[config.mk]
export PLATFORM = sky130hd
export DESIGN_NAME = boot_loader
export DESIGN_NICKNAME = d
export VERILOG_FILES = /design/src/rtl/riscv_pkg.sv /design/src/rtl/boot_loader_byte_packer.sv /design/src/rtl/boot_loader.sv
export SDC_FILE = /design/constraint.sdc
export NUM_CORES = 1
export LEC_CHECK = 0
export ABC_AREA = 1
export CORE_MARGIN = 2
export CORE_UTILIZATION = 25
export CTS_BUF_LIST = sky130_fd_sc_hd__clkbuf_4
export CTS_CLUSTER_DIAMETER = 60
export DETAILED_ROUTE_END_ITERATION = 8
export PLACE_DENSITY_LB_ADDON = 0.15
export SLEW_MARGIN = 5
export SYNTH_ARGS = -nofsm -noshare
export SYNTH_HDL_FRONTEND = slang
export SYNTH_SLANG_ARGS = --single-unit
export TNS_END_PERCENT = 1
[constraint.sdc]
create_clock -name clock -period 2.6 [get_ports clock]
set_input_delay 0.52 -clock clock [delete_from_list [all_inputs] [get_ports clock]]
set_output_delay 0.52 -clock clock [all_outputs]
set_load 0.005 [all_outputs]
[src/rtl/riscv_pkg.sv]
// Shared loader types and sizing constants, also used by the core top.
package riscv_pkg;

  localparam int unsigned ROMDEPTH   = 256;
  localparam int unsigned LEN_BYTES  = 2;
  localparam int unsigned WORD_BYTES = 4;
  localparam int unsigned BYTEW      = 8;
  localparam int unsigned WORDW      = 32;
  localparam int unsigned LENW       = 16;

  typedef enum logic [2:0] {
    S_LEN0,
    S_LEN1,
    S_DATA,
    S_CSUM,
    S_RUN,
    S_ERR
  } loader_state_t;

endpackage

[src/rtl/boot_loader_byte_packer.sv]
// Assembles little-endian bytes into a 32-bit word; word_valid_c pulses with the 4th byte.
module byte_packer
  import riscv_pkg::*;
(
  input  logic             clock,
  input  logic             nreset,
  input  logic             clear,
  input  logic             byte_valid,
  input  logic [BYTEW-1:0] byte_in,
  output logic             word_valid_c,
  output logic [WORDW-1:0] word_c
);

  localparam int unsigned BCW   = $clog2(WORD_BYTES);
  localparam int unsigned LANEW = WORDW - BYTEW;

  logic [BCW-1:0]   byte_cnt;
  logic [LANEW-1:0] lanes;

  // Lane index and the three low bytes of the word in progress.
  always_ff @(posedge clock or negedge nreset) begin
    if (!nreset) begin
      byte_cnt <= '0;
      lanes    <= '0;
    end else if (clear) begin
      byte_cnt <= '0;
    end else if (byte_valid) begin
      byte_cnt <= byte_cnt + BCW'(1);
      case (byte_cnt)
        BCW'(0): lanes[7:0]   <= byte_in;
        BCW'(1): lanes[15:8]  <= byte_in;
        BCW'(2): lanes[23:16] <= byte_in;
        default: ;
      endcase
    end
  end

  // The top byte completes the word without waiting for a register stage.
  assign word_valid_c = byte_valid && (byte_cnt == BCW'(WORD_BYTES - 1));
  assign word_c       = {byte_in, lanes};

endmodule

[src/rtl/boot_loader.sv]
// Loads a checksummed byte image into instruction memory, then releases the core.
module boot_loader
  import riscv_pkg::*;
#(
  parameter int unsigned ROMDEPTH = riscv_pkg::ROMDEPTH,
  parameter int unsigned ADDRW    = $clog2(ROMDEPTH)
) (
  input  logic             clock,
  input  logic             nreset,
  input  logic [BYTEW-1:0] rx_data,
  input  logic             rx_valid,
  output logic             rx_ready,
  input  logic             restart,
  output logic             imem_we,
  output logic [ADDRW-1:0] imem_addr,
  output logic [WORDW-1:0] imem_wdata,
  output logic             core_nreset,
  output logic [LENW-1:0]  program_len,
  output logic             done,
  output logic             error
);

  loader_state_t    state_q, state_d;
  logic [LENW-1:0]  len_q;
  logic [BYTEW-1:0] sum_q;
  logic [ADDRW-1:0] word_cnt_q;

  logic             accept_c;
  logic             pack_valid_c;
  logic             pack_clear_c;
  logic             word_valid_c;
  logic [WORDW-1:0] word_c;
  logic [LENW-1:0]  len_full_c;
  logic             last_word_c;
  logic [BYTEW-1:0] sum_next_c;

  assign accept_c     = rx_valid && rx_ready;
  assign pack_valid_c = accept_c && (state_q == S_DATA);
  assign pack_clear_c = accept_c && (state_q == S_LEN1);
  assign len_full_c   = {rx_data, len_q[7:0]};
  assign last_word_c  = (LENW'(word_cnt_q) == (len_q - LENW'(1)));
  assign sum_next_c   = BYTEW'(sum_q + rx_data);

  byte_packer u_packer (
    .clock        (clock),
    .nreset       (nreset),
    .clear        (pack_clear_c),
    .byte_valid   (pack_valid_c),
    .byte_in      (rx_data),
    .word_valid_c (word_valid_c),
    .word_c       (word_c)
  );

  // State register.
  always_ff @(posedge clock or negedge nreset) begin
    if (!nreset) state_q <= S_LEN0;
    else         state_q <= state_d;
  end

  // Next-state logic: header, payload, checksum, then park in RUN or ERR.
  always_comb begin
    state_d = state_q;
    case (state_q)
      S_LEN0: if (accept_c) state_d = S_LEN1;
      S_LEN1: begin
        if (accept_c) begin
          if (len_full_c > LENW'(ROMDEPTH)) state_d = S_ERR;
          else if (len_full_c == '0)        state_d = S_CSUM;
          else                              state_d = S_DATA;
        end
      end
      S_DATA: if (word_valid_c && last_word_c) state_d = S_CSUM;
      S_CSUM: begin
        if (accept_c) state_d = (sum_next_c == '0) ? S_RUN : S_ERR;
      end
      S_RUN, S_ERR: if (restart) state_d = S_LEN0;
      default: state_d = S_LEN0;
    endcase
  end

  // Length capture, running checksum and word address counter.
  always_ff @(posedge clock or negedge nreset) begin
    if (!nreset) begin
      len_q      <= '0;
      sum_q      <= '0;
      word_cnt_q <= '0;
    end else if (accept_c) begin
      sum_q <= (state_q == S_LEN0) ? rx_data : sum_next_c;
      case (state_q)
        S_LEN0: len_q[7:0]  <= rx_data;
        S_LEN1: begin
          len_q[15:8] <= rx_data;
          word_cnt_q  <= '0;
        end
        S_DATA: if (word_valid_c) word_cnt_q <= word_cnt_q + ADDRW'(1);
        default: ;
      endcase
    end
  end

  // Registered outputs; core_nreset lags RUN entry by one cycle.
  always_ff @(posedge clock or negedge nreset) begin
    if (!nreset) begin
      rx_ready    <= 1'b0;
      imem_we     <= 1'b0;
      imem_addr   <= '0;
      imem_wdata  <= '0;
      core_nreset <= 1'b0;
      program_len <= '0;
      done        <= 1'b0;
      error       <= 1'b0;
    end else begin
      rx_ready    <= (state_d != S_RUN) && (state_d != S_ERR);
      imem_we     <= word_valid_c;
      if (word_valid_c) begin
        imem_addr  <= word_cnt_q;
        imem_wdata <= word_c;
      end
      core_nreset <= (state_q == S_RUN) && (state_d == S_RUN);
      program_len <= (state_d == S_RUN) ? len_q : '0;
      done        <= (state_d == S_RUN);
      error       <= (state_d == S_ERR);
    end
  end

endmodule
# Word level (Yosys, flattened, before mapping)

Cells that the tools add are included.
Widths: inputs -> output; s select.

Output and inout port bits: 61
Logic and storage cells: 72
Register bits after elaboration: 122
Input bits: 12

Multiplexer cells: 15
Reduce and logical (&&, ||, !) cells: 20
Equality and inequality tests: 14
Bitwise logic cells: 1
Order comparisons: 1
Add/subtract/negate cells: 4

Operator list:

| operator              | count |
|---|---|
| $mux 3                | 6 |
| $eq 8x16->1           | 1 |
| $gt 16x9->1 const B   | 1 |
| $logic_not 16->1      | 1 |
| $mux 16               | 1 |
| $mux 8                | 2 |
| $pmux 8 s2            | 1 |
| $sub 16x1->16 const B | 1 |
| $pmux 3 s5            | 1 |
| $eq 3x3->1 const B    | 4 |
| $reduce_and 3->1      | 4 |
| $add 8x1->8 const B   | 1 |
| $add 8x8->8           | 1 |
| $logic_not 8->1       | 1 |
| $logic_and 1x1->1     | 7 |
| $eq 3x2->1 const B    | 2 |
| $ne 3x3->1 const B    | 2 |
| $eq 2x2->1 const B    | 2 |
| $mux 2                | 2 |
| $reduce_and 2->1      | 2 |
| $reduce_bool 2->1     | 2 |
| $eq 3x1->1 const B    | 1 |
| $logic_not 3->1       | 1 |
| $add 2x1->2 const B   | 1 |
| 6 further kinds       | 7 |

# Depth between registers and ports, before layout

Depth after elaboration: 8
Gate-level depth with buffers: 14
Depth with buffers taken out: 13

# Modules after synthesis

Synthesis repeated with hierarchy kept, for this count alone.

Cell total of the unflattened synthesis: 708
Area, all modules: 5810.6 um2

By module, submodules not included:

| module      | cells an instance | sequential area each (um2) | area an instance (um2) | instances |
|---|---|---|---|---|
| boot_loader | 574               | 2402.3                     | 4591.9                 | 1 |
| byte_packer | 134               | 650.6                      | 1218.7                 | 1 |

# Least setup slack after synthesis

Ideal clock, no wire load.

Path type: in2reg
Start: input port rx_data[0]
End: register program_len[13]
Library setup time: 68 ps
Arrival time: 2244 ps
Slack: 289 ps
Buffers on the path: 1
Stages: 12
Data required time: 2532 ps
Cell sequence: ha_1 > fa_1 > xnor2_1 > nand2_1 > nor2_1 > nand3_1 > nor2_1 > nand2_1 > a21oi_4 > nand3_4 > buf_12 > nor2_4

Longest elaborated chain between the ends: 7
Elaborated cells on any way between the ends: 12

Ends and longest elaborated chain:

| item                                                   | line                                 | source |
|---|---|---|
| start: declaration                                     | boot_loader.sv:10                    | `input logic [BYTEW-1:0] rx_data,` |
| $add 8x8->8 / $logic_not 16->1 (equally long branches) | boot_loader.sv:42, boot_loader.sv:68 |  |
| $logic_not 8->1 / $mux 1 (equally long branches)       | boot_loader.sv:74, boot_loader.sv:68 |  |
| $mux 1 / $mux 3 (equally long branches)                | boot_loader.sv:74, boot_loader.sv:67 |  |
| $mux 3, on equally long branches                       | boot_loader.sv:74, boot_loader.sv:66 |  |
| $pmux 3 s5 *                                           | boot_loader.sv:63                    | `case (state_q)` |
| $eq 3x3->1 *                                           | boot_loader.sv:120                   | `program_len <= (state_d == S_RUN) ? len_q : '0;` |
| $mux 16 *                                              | boot_loader.sv:120                   |  |
| end signal: assignment                                 | boot_loader.sv:120                   |  |
| end: declaration                                       | boot_loader.sv:18                    | `output logic [LENW-1:0] program_len,` |

Every way passes the cells marked *; elsewhere a longest branch is shown, timed or not.
A chain may end at the register's enable or synchronous reset.

# Final worst setup path

Start: register len_q[1]
End: register program_len[14]

Longest elaborated chain between the ends: 7
Elaborated cells on any way between the ends: 12

Ends and longest elaborated chain:

| item                                                     | line                                 | source |
|---|---|---|
| start: declaration                                       | boot_loader.sv:24                    | `logic [LENW-1:0] len_q;` |
| start signal: assignment                                 | boot_loader.sv:90                    | `S_LEN0: len_q[7:0] <= rx_data;` |
| $sub 16x1->16 / $logic_not 16->1 (equally long branches) | boot_loader.sv:41, boot_loader.sv:68 |  |
| $eq 8x16->1 / $mux 1 (equally long branches)             | boot_loader.sv:41, boot_loader.sv:68 |  |
| $logic_and 1x1->1 / $mux 3 (equally long branches)       | boot_loader.sv:72, boot_loader.sv:67 |  |
| $mux 3, on equally long branches                         | boot_loader.sv:72, boot_loader.sv:66 |  |
| $pmux 3 s5 *                                             | boot_loader.sv:63                    |  |
| $eq 3x3->1 *                                             | boot_loader.sv:120                   |  |
| $mux 16 *                                                | boot_loader.sv:120                   |  |

Marks and branches as above.

==> results by group <==
Status
  – Outcome: finished, final reports clean

Setup path
  – Family with the most delay on the worst path: simple AND/OR/NAND/NOR gates
  – Worst-path fanout max: 10
  – R2R Setup Slk: 0.24 ns
  – CP max stage delay: 0.40 ns
  – Critical Path RT: 3.02 ns
  – Crit-path slowest cell: dfrtp_1
  – Buffers & Inverters on Critical Path: 2
  – Cell count of the worst reg-to-reg path: 14
  – CP startpoint kind: flip-flop
  – Capturing point of the worst reg2reg path: program_len[14]
  – Critical path arrival: 2.78 ns
  – Crit. End Element: flip-flop
  – Critical path type: flip-flop to flip-flop
  – CP most frequent cell: nand2_1
  – Reg2reg start: len_q[1]
  – Worst-path cell chain: inv_1 -> ha_1 -> nand2_2 -> nor2_4 -> nand2_1 -> nand2_1 -> nand3_1 -> nor2_1 -> nand2_1 -> nor2_1 -> nand2_2 -> nand3_4 -> buf_12 -> nor2_4
  – CP startpoint: len_q[1]

Synth
  – Seq cells post-synth: 122
  – Cell Area, Synth: 5659 um^2
  – Post-synthesis sequential area ratio: 53.95%
  – Synth Instances: 665
  – Yosys warns: 0
  – Netlist cell types: 30
  – Net count after synthesis: 691
  – Average cell area after synthesis: 8.510 um^2

CTS
  – Post-CTS Setup Bufs: 0
  – Root Driver: clkbuf_4
  – H-tree depth: 4
  – Sink Count: 122
  – Clock latency on the worst-skew pair: 0.54 ns
  – Clock-pin slew on the worst setup and hold paths: 0.11 ns
  – Total CTS buffers: 17
  – Maximum root-to-sink buffer count: 2
  – CTS tree: yes

Detailed routing
  – Drt pass-1 iters: 5
  – Post-route ant nets: 0
  – Starting DRT DRC Count: 229
  – Via count: 4,616
  – Residual DRC: 0
  – WL final: 14,920 um
  – Post-DR wirelength/cell: 13.91 um
  – Drt via density: 4.302

Final layout
  – Sequential cell area: 3053 um^2
  – Area taken by multi-input logic gates: 2291 um^2
  – Filler instances: 2,380
  – Layout Cells excl Fill: 1,073
  – Nets: 800
  – Post-route cell area: 7222 um^2
  – Synth-to-Final Area Change: 27.61%
  – Layout cells sized above 1: 12.96%

Pwr
  – Logic pwr share: 38.1%
  – Maximum vdd drop: 0.2405 mV
  – Clk network pwr share: 20.9%
  – Sw Share: 38.96%
  – Pwr Density: 820.5 nW/um^2
  – Flop pwr share: 41.0%
  – Total leakage power: 3.518 nW
  – Psw: 0.002309 W
  – Total internal power: 0.003617 W

STA
  – Worst slew pin tran: 0.5086 ns
  – Clock Skew: 0.01805 ns
  – Hold WS: 0.3097 ns
  – Fin crit period: 2.361 ns
  – Tcrit/Tclk final: 90.79%
  – Max Freq: 423.6 MHz
  – # setup viols final: 0
  – Slew Limit Fails: 0
  – Final Hold Violating Endpoints: 0
  – Worst rel slew slack: 66.09%
  – Unrepaired setup endpoints after global routing: false

Floorplanning
  – Core area: 22,430 um^2
  – I/O Pins: 73
  – Die height: 154.5 um
  – Starting Density: 25.23%
  – Die ar.: 23,860 um^2
  – Die X: 154.5 um
  – Num rows: 55

GRT
  – Tot GR Track Use: 13.33%
  – Largest net degree at the start of global routing: 78
  – Total grt overflow: 0
  – Vias in the first global route: 4,583
  – Antenna violations before repair: 1
  – First-pass GRT wire length: 24,350 um

Placed design
  – Routability cong.: 0.8308
  – Port bufs: 72
  – DP HPWL: 10,930 um
  – Placed cell area: 6943 um^2
  – Placed insts: 1,039

Job
  – Max cap viols: 0

Min path
  – Hold Path Class: input pin to async pin
flip-flops by register name, indices dropped and copies added, names as in the netlist, 2 cells and up:
name / flops
u_packer.lanes: 24
imem_addr: 8
word_cnt_q: 8
u_packer.byte_cnt: 2
program_len: 16
len_q: 16
imem_wdata: 32
state_q: 3
sum_q: 8
worst max-delay path by stage:
stage,endpoint,slack [ns],depth (start not counted)
after global placement,program_len[12],-0.34,13
after global routing,program_len[14],0.03,12
final,program_len[14],0.24,14
after detailed placement,program_len[14],-0.38,13
after floorplan,program_len[13],0.29,12
after CTS,program_len[14],0.17,12
Yosys cell counts:
master	instances	area [um^2]
nand3_1	32	160.2
dfrtp_1	122	3053
or2_4	1	8.760
clkbuf_1	14	52.55
nand3_2	3	30.03
nor2_2	6	37.54
xnor2_1	3	26.28
fa_1	1	20.02
nand2_1	234	878.3
nand2_2	6	37.54
xor2_1	5	43.79
ha_1	13	162.7
a21oi_4	1	16.27
nand3_4	1	17.52
o31ai_1	1	7.510
nand3b_1	1	7.510
and2_1	1	6.260
nor2_1	42	157.7
nand4_1	4	25.02
nor2_4	13	146.4
inv_1	61	229.0
inv_2	3	11.26
clkinv_4	1	8.760
a21oi_1	13	65.06
o21ai_0	65	325.3
buf_1	1	3.750
o211ai_1	6	45.04
buf_12	1	20.02
nand2_4	1	11.26
nor3_1	9	45.04
cell families after synthesis:
logic type      share of synthesized area, %
fa+ha+maj                              3.228
buf+inv                                5.748
flops                                  53.95
compound gates                         8.114
xor+xnor                               1.238
simple gates                           27.73
per-layer routing:
metal	wire length, um	GRT usage (%)
met2	7092	21.58
met5	0	0
met3	511	2.942
met4	292	5.423
met1	7025	17.35
power by group through the flow:
stage	sequential, W	clock, W	combinational, W
global route	0.00248	0.00138	0.00258
floorplan	0.00240	0	0.00147
finish	0.00243	0.00124	0.00226
global placement	0.00247	0	0.00223
detailed placement	0.00247	0	0.00226
CTS	0.00244	0.00131	0.00227
layout make-up:
type / instances / area share (%)
Tap cell: 285 / 4.938
Clock buffer: 21 / 2.183
Sequential cell: 122 / 42.27
Timing Repair Buffer: 106 / 14.03
Inverter: 65 / 3.448
Multi-Input combinational cell: 462 / 31.72
Antenna cell: 1 / 0.03465
Clock inverter: 11 / 1.369
per-stage QoR:
step	worst slack (ns)	total power [W]	util, %	setup TNS (ns)
floorplan	0.2887	0.003871	-	0
global placement	-0.3388	0.004703	30.95	-5.256
detailed placement	-0.3799	0.004730	30.95	-5.984
CTS	0.1690	0.006013	32.14	0
global route	0.02841	0.006438	32.19	0
finish	0.2394	0.005926	32.19	0
what timing repair did:
item | CTS | global route
setup endpoints to repair | 0 | 10
resized for setup | 0 | 2
hold buffers | 1 | 0
hold endpoints to repair | 50 | 0
placed cells by master (no fill, tap or decap), types with 2 or more instances in the layout:
cell type,instances
nand3_1,32
ha_1,13
xor2_1,5
nor3_1,9
o211ai_1,6
buf_4,31
xnor2_1,2
clkinv_1,2
inv_1,61
nand2_1,234
nand2_2,6
buf_12,3
nand3_2,3
o21ai_0,65
clkinv_2,2
clkdlybuf4s50_1,71
clkinv_4,5
dfrtp_1,122
clkbuf_4,21
inv_2,3
nor2_1,42
a21oi_1,13
nor2_4,13
nor2_2,6
nand4_1,4
No activity file was read; power rests on OpenSTA's default activity.
